[src/rtl/conv_pkg.sv]
// Shared definitions for the conv/pool input datapath: pixel and tile geometry,
// the tile fetcher state encoding and the [r*32 + c*8] tile packing helper.
package conv_pkg;
  localparam int PIX_W      = 8;
  localparam int TILE_DIM   = 4;
  localparam int TILE_BYTES = 16;

  typedef logic [TILE_BYTES*PIX_W-1:0] tile_t;

  typedef enum logic [2:0] {IDLE, FETCH, DRAIN, PRESENT, DONE} fetch_state_t;

  // Bit offset of pixel (r,c) inside a packed tile: r*32 + c*8.
  function automatic logic [6:0] pix_lsb(input logic [1:0] r, input logic [1:0] c);
    return {r, c, 3'b000};
  endfunction
endpackage

[src/rtl/conv_tile_addr_gen.sv]
// Tile/row/column counters and pixel address generation for conv_tile_fetch.
// With TILE_REUSE_EN defined, tiles with tx > 0 only walk columns 2..3.
module conv_tile_addr_gen
  import conv_pkg::*;
#(
  parameter int IMG_W  = 34,
  parameter int IMG_H  = 34,
  parameter int ADDR_W = 16
) (
  input  logic              clk,
  input  logic              rst,
  input  logic              clear,
  input  logic              step,
  input  logic              next_tile,
  output logic [ADDR_W-1:0] mem_addr,
  output logic [1:0]        r,
  output logic [1:0]        c,
  output logic [15:0]       tile_idx,
  output logic              last_read,
  output logic              last_tile
`ifdef TILE_REUSE_EN
  ,
  output logic              row_end
`endif
);
  localparam int TILES_X = (IMG_W - 2) / 2;
  localparam int TILES_Y = (IMG_H - 2) / 2;
  localparam logic [15:0]       TX_LAST   = 16'(TILES_X - 1);
  localparam logic [15:0]       TY_LAST   = 16'(TILES_Y - 1);
  localparam logic [ADDR_W-1:0] ROW_STEP  = ADDR_W'(IMG_W);
  localparam logic [ADDR_W-1:0] BAND_STEP = ADDR_W'(2 * IMG_W);
  localparam logic [ADDR_W-1:0] COL_STEP  = ADDR_W'(2);

  logic [15:0]       tx, ty;
  logic [ADDR_W-1:0] row_base, row_off, col_base;
  logic [1:0]        c_lo, c_lo_next;
  logic              tx_end;

  assign tx_end = (tx == TX_LAST);

`ifdef TILE_REUSE_EN
  // Columns 0,1 of a tx > 0 tile are inherited from the previous tile.
  assign row_end   = tx_end;
  assign c_lo      = (tx == 16'd0) ? 2'd0 : 2'd2;
  assign c_lo_next = tx_end ? 2'd0 : 2'd2;
`else
  assign c_lo      = 2'd0;
  assign c_lo_next = 2'd0;
`endif

  always_ff @(posedge clk or negedge rst) begin
    if (!rst) begin
      tx <= '0; ty <= '0; r <= '0; c <= '0; tile_idx <= '0;
      row_base <= '0; row_off <= '0; col_base <= '0;
    end else if (clear) begin
      tx <= '0; ty <= '0; r <= '0; c <= '0; tile_idx <= '0;
      row_base <= '0; row_off <= '0; col_base <= '0;
    end else if (next_tile) begin
      r        <= '0;
      row_off  <= '0;
      c        <= c_lo_next;
      tile_idx <= tile_idx + 16'd1;
      if (tx_end) begin
        tx       <= '0;
        ty       <= ty + 16'd1;
        col_base <= '0;
        row_base <= row_base + BAND_STEP;
      end else begin
        tx       <= tx + 16'd1;
        col_base <= col_base + COL_STEP;
      end
    end else if (step) begin
      if (c == 2'd3) begin
        c       <= c_lo;
        r       <= r + 2'd1;
        row_off <= (r == 2'd3) ? '0 : row_off + ROW_STEP;
      end else begin
        c <= c + 2'd1;
      end
    end
  end

  assign mem_addr  = row_base + row_off + col_base + ADDR_W'(c);
  assign last_read = (r == 2'd3) && (c == 2'd3);
  assign last_tile = tx_end && (ty == TY_LAST);
endmodule

[src/rtl/conv_tile_fetch.sv]
// Fetches overlapping 4x4 stride-2 tiles from byte-wide SRAM and presents them
// on a valid/ready port. Define TILE_REUSE_EN to reuse columns 2,3 across tiles.
module conv_tile_fetch
  import conv_pkg::*;
#(
  parameter int IMG_W  = 34,
  parameter int IMG_H  = 34,
  parameter int ADDR_W = 16
) (
  input  logic              clk,
  input  logic              rst,
  input  logic              start,
  output logic              busy,
  output logic              done,
  output logic              mem_re,
  output logic [ADDR_W-1:0] mem_addr,
  input  logic [7:0]        mem_rdata,
  output logic              tile_valid,
  input  logic              tile_ready,
  output logic [127:0]      tile_data,
  output logic [15:0]       tile_addr
);
  fetch_state_t state, state_next;
  logic         clear, step, hs;
  logic         last_read, last_tile;
  logic [1:0]   r, c;
  logic [1:0]   r_p0, c_p0;
  logic         vld_p0;
`ifdef TILE_REUSE_EN
  logic         row_end;
`endif

  assign clear = (state == IDLE) && start;
  assign step  = (state == FETCH);
  assign hs    = (state == PRESENT) && tile_ready;

  conv_tile_addr_gen #(
    .IMG_W  (IMG_W),
    .IMG_H  (IMG_H),
    .ADDR_W (ADDR_W)
  ) u_addr_gen (
    .clk       (clk),
    .rst       (rst),
    .clear     (clear),
    .step      (step),
    .next_tile (hs),
    .mem_addr  (mem_addr),
    .r         (r),
    .c         (c),
    .tile_idx  (tile_addr),
    .last_read (last_read),
    .last_tile (last_tile)
`ifdef TILE_REUSE_EN
    ,
    .row_end   (row_end)
`endif
  );

  always_ff @(posedge clk or negedge rst) begin
    if (!rst) state <= IDLE;
    else      state <= state_next;
  end

  always_comb begin
    state_next = state;
    case (state)
      IDLE:    if (start) state_next = FETCH;
      FETCH:   if (last_read) state_next = DRAIN;
      DRAIN:   state_next = PRESENT;
      PRESENT: if (tile_ready) state_next = last_tile ? DONE : FETCH;
      DONE:    state_next = IDLE;
      default: state_next = IDLE;
    endcase
  end

  assign mem_re     = (state == FETCH);
  assign tile_valid = (state == PRESENT);
  assign done       = (state == DONE);
  assign busy       = (state != IDLE);

  // p0: slot of the read issued last cycle; its byte arrives on mem_rdata now
  always_ff @(posedge clk or negedge rst) begin
    if (!rst) begin
      vld_p0    <= 1'b0;
      r_p0      <= '0;
      c_p0      <= '0;
      tile_data <= '0;
    end else begin
      vld_p0 <= step;
      r_p0   <= r;
      c_p0   <= c;
      if (vld_p0) tile_data[pix_lsb(r_p0, c_p0) +: PIX_W] <= mem_rdata;
`ifdef TILE_REUSE_EN
      if (hs && !row_end)
        for (int i = 0; i < TILE_DIM; i++)
          tile_data[i*32 +: 16] <= tile_data[i*32+16 +: 16];
`endif
    end
  end
endmodule

[config.mk]
export PLATFORM = sky130hd
export DESIGN_NAME = conv_tile_fetch
export DESIGN_NICKNAME = d
export VERILOG_FILES = /design/src/rtl/conv_pkg.sv /design/src/rtl/conv_tile_addr_gen.sv /design/src/rtl/conv_tile_fetch.sv
export SDC_FILE = /design/constraint.sdc
export NUM_CORES = 1
export LEC_CHECK = 0
export ABC_AREA = 1
export CAP_MARGIN = 0
export CORE_MARGIN = 4
export CORE_UTILIZATION = 60
export CTS_CLUSTER_DIAMETER = 120
export DETAILED_ROUTE_END_ITERATION = 10
export GPL_TIMING_DRIVEN = 0
export PLACE_DENSITY = 0.9
export SYNTH_ARGS = -nofsm -noshare
export SYNTH_HDL_FRONTEND = slang
export SYNTH_HIERARCHICAL = 1
export SYNTH_SLANG_ARGS = --single-unit
[constraint.sdc]
create_clock -name clk -period 4.9 [get_ports clk]
set_input_delay 0.735 -clock clk [delete_from_list [all_inputs] [get_ports clk]]
set_output_delay 0.735 -clock clk [all_outputs]
set_load 0.01 [all_outputs]
==> flow_summary.ini <==
[status]
status = complete, no violations

[timing]
whs_ps = 275
worstMarginPinSlew_ps = 876
timing.final.setup_violations = 0
maxSlewViolCount = 0
timing.final.ws_setup_ps = 437
finalCritPeriodShare_pct = 91.1
hold_viol_final = 0
slew_headroom_pct = 41.6
fin_tns_setup_ps = 0
maxClockFrequency_mhz = 224
fin_skew_ps = 11.5
rsz0062_at_grt = false
period_needed_ps = 4460

[worst_setup_path]
rr_worst_depth = 8
crit_arrival_ps = 3730
end_kind = primary output
path_max_fanout = 6
r2r_start = state[2]
r2r-end = u_addr_gen/col_base[15]
r2r_setup_slack_ps = 2550
critPathLaunchType = flip-flop
worst-setup-path-type = reg -> out
cp.required_ps = 4160

[grt]
antenna_found_initial = 0
grt_pass1_wl_um = 58400
grt_pass1_vias = 11800
grt_usage_pct = 29.7
globalRouteOverflowTotal = 0
grt_max_degree = 121

[final_layout]
drive_above_1_share_pct = 7.63
num-nets-final = 1896
layout-area-overhead-vs-synth_pct = 23.3
fin_area_mm2 = 0.0157
diodes = 0
fin_util_pct = 76.4

[cts]
cts_made_buffers = 26
clk_latency_ps = 530
cts.htree.levels = 1
cts_tree = yes
cts-root-buf = clkbuf_16
clk_pin_slew_ps = 60
cts_buffer_depth = 3
postCtsHoldBufs = 0
postCtsSetupRepairBufs = 0
cts_sinks = 232
cts_resized = 0

[floorplan]
start_util_pct = 61.9
die_x_um = 153
core_region_area_mm2 = 0.0205
fp.dieH_um = 153
io_pins = 176
core.rowCount = 52
die_area_mm2 = 0.0235

[worst_hold_path]
worstHoldPathType = in -> async

[yosys]
ys_seq_area_share_pct = 45.7
syn_avg_cell_area_um2 = 7.79
synth-main-ff-cell = dfrtp_1
synth_seq_cells = 232
syn_inst = 1630
synthDistinctLibCells = 46
netlist_area_mm2 = 0.0127
ys_warn_count = 6
synth_edf_count = 0
ys_async_sr_fraction_pct = 100

[drt]
viasPerCell = 5.74
drc = 0
wirelength_um = 35300
vias = 12200
drtIter0Drc = 925
ant_nets = 0
drt_first_pass_iters = 8
wl_per_cell_um = 16.7

[pwr]
ir_worst_vdd_mv = 0.673
powerDensity_mw_per_mm2 = 654
leakagePower_nw = 7.61

[place]
place_hpwl_um = 25300
placed_cell_area_mm2 = 0.0148
port_buffers = 171
gp_congestion = 0.943
dp_slack_ps = 1020

[flow_run]
cap_violations = 0
==> cells by family after synthesis <==
| group | Yosys count | synth area share, % |
|---|---|---|
| XOR/XNOR | 27 | 1.86 |
| AO/OA/AOI/OAI | 117 | 5.27 |
| AND/OR/NAND/NOR | 997 | 34.0 |
| other | 1 | 0.0295 |
| buffers and inverters | 202 | 6.88 |
| multiplexers | 1 | 0.0789 |
| adder cells (fa/ha/maj) | 53 | 6.11 |
| flip-flops | 232 | 45.7 |
==> routing by layer <==
layer	up-vias	wire (um)	GRT usage (%)	part of all wire, %
met3	128	3090	5.23	8.8
met2	677	17100	50.7	48
met4	0	1520	12.0	4.3
li1	5625	-	-	-
met5	-	0	0	0
met1	5723	13600	37.6	39
==> power breakdown <==
part	internal, mW	switching (mW)
Clock	1.19	0.796
Sequential	2.64	0.602
Combinational	2.20	2.81
==> stage by stage <==
stage	total power [mW]	cells
2_1_floorplan	5.83	1631
3_3_place_gp	8.02	2072
3_5_place_dp	8.21	2073
4_1_cts	10.2	2117
5_1_grt	10.9	2117
6_report	10.2	2117
==> worst max path at each step <==
stage / endpoint / start / cells after the start / slack (ps)
after floorplan: mem_addr[15] / u_addr_gen/row_base[2] / 12 / 1790
after CTS: mem_addr[10] / u_addr_gen/row_base[3] / 10 / 420
final: mem_addr[10] / u_addr_gen/row_off[3] / 10 / 440
after global routing: mem_addr[10] / u_addr_gen/row_off[3] / 10 / 190
after global placement: u_addr_gen/col_base[15] / rst / 1 / -6420
after detailed placement: mem_addr[10] / u_addr_gen/row_off[3] / 10 / 1020
==> state kept, by name, summed over array words and instances, names as in the netlist <==
name	count
u_addr_gen/r	2
c_p0	2
u_addr_gen/tile_idx	16
u_addr_gen/row_off	15
vld_p0	1
state	3
tile_data	128
u_addr_gen/tx	16
u_addr_gen/ty	16
u_addr_gen/row_base	14
u_addr_gen/c	2
u_addr_gen/col_base	15
r_p0	2
==> critical path, stage by stage (launching register included) <==
cell and delay [ps]:
dfrtp_1 450, inv_1 100, fa_1 550, inv_1 50, ha_1 280, ha_1 330
a21oi_1 270, o21ai_0 210, a21oi_1 200, xnor2_1 160, clkdlybuf4s50_1 580
==> layout by cell type, fill, tap and decap left out, types with 21 or more instances in the layout <==
| master | instances |
|---|---|
| nand2_2 | 21 |
| nand2_1 | 548 |
| o21ai_0 | 48 |
| buf_2 | 24 |
| a21oi_1 | 37 |
| dfrtp_1 | 232 |
| clkbuf_16 | 26 |
| nand4_1 | 38 |
| clkdlybuf4s50_1 | 170 |
| ha_1 | 38 |
| nor3_1 | 35 |
| nor2_1 | 152 |
| inv_1 | 148 |
| nand3_1 | 166 |
==> synth_stat cells, types with 5 or more instances <==
| cell | instances | area, um2 |
|---|---|---|
| fa_1 | 15 | 300 |
| nor4_1 | 5 | 31.3 |
| buf_6 | 8 | 90.1 |
| nand4_1 | 38 | 238 |
| nand2_1 | 548 | 2060 |
| nand3_1 | 166 | 831 |
| buf_2 | 24 | 120 |
| a21oi_1 | 37 | 185 |
| nor2_2 | 7 | 43.8 |
| ha_1 | 38 | 475 |
| dfrtp_1 | 232 | 5810 |
| nand2_2 | 21 | 131 |
| o21ai_2 | 8 | 70.1 |
| inv_2 | 8 | 30.0 |
| xnor2_1 | 7 | 61.3 |
| o21ai_0 | 48 | 240 |
| nor2_1 | 152 | 571 |
| nor3_1 | 35 | 175 |
| o21ai_1 | 7 | 35.0 |
| xor2_1 | 20 | 175 |
| clkbuf_1 | 6 | 22.5 |
| inv_1 | 148 | 556 |
==> final cells by class <==
cell class                 instances  area [um2]
multi-input combinational       1197        6020
inverter                         160         603
sequential                       232        5810
buffer                            42         270
fill                            1396        4840
clock buffer                      33         707
timing repair buffer             172        1740
tap                              270         338
clock inverter                    11         166
(Power assumes the default switching activity.)
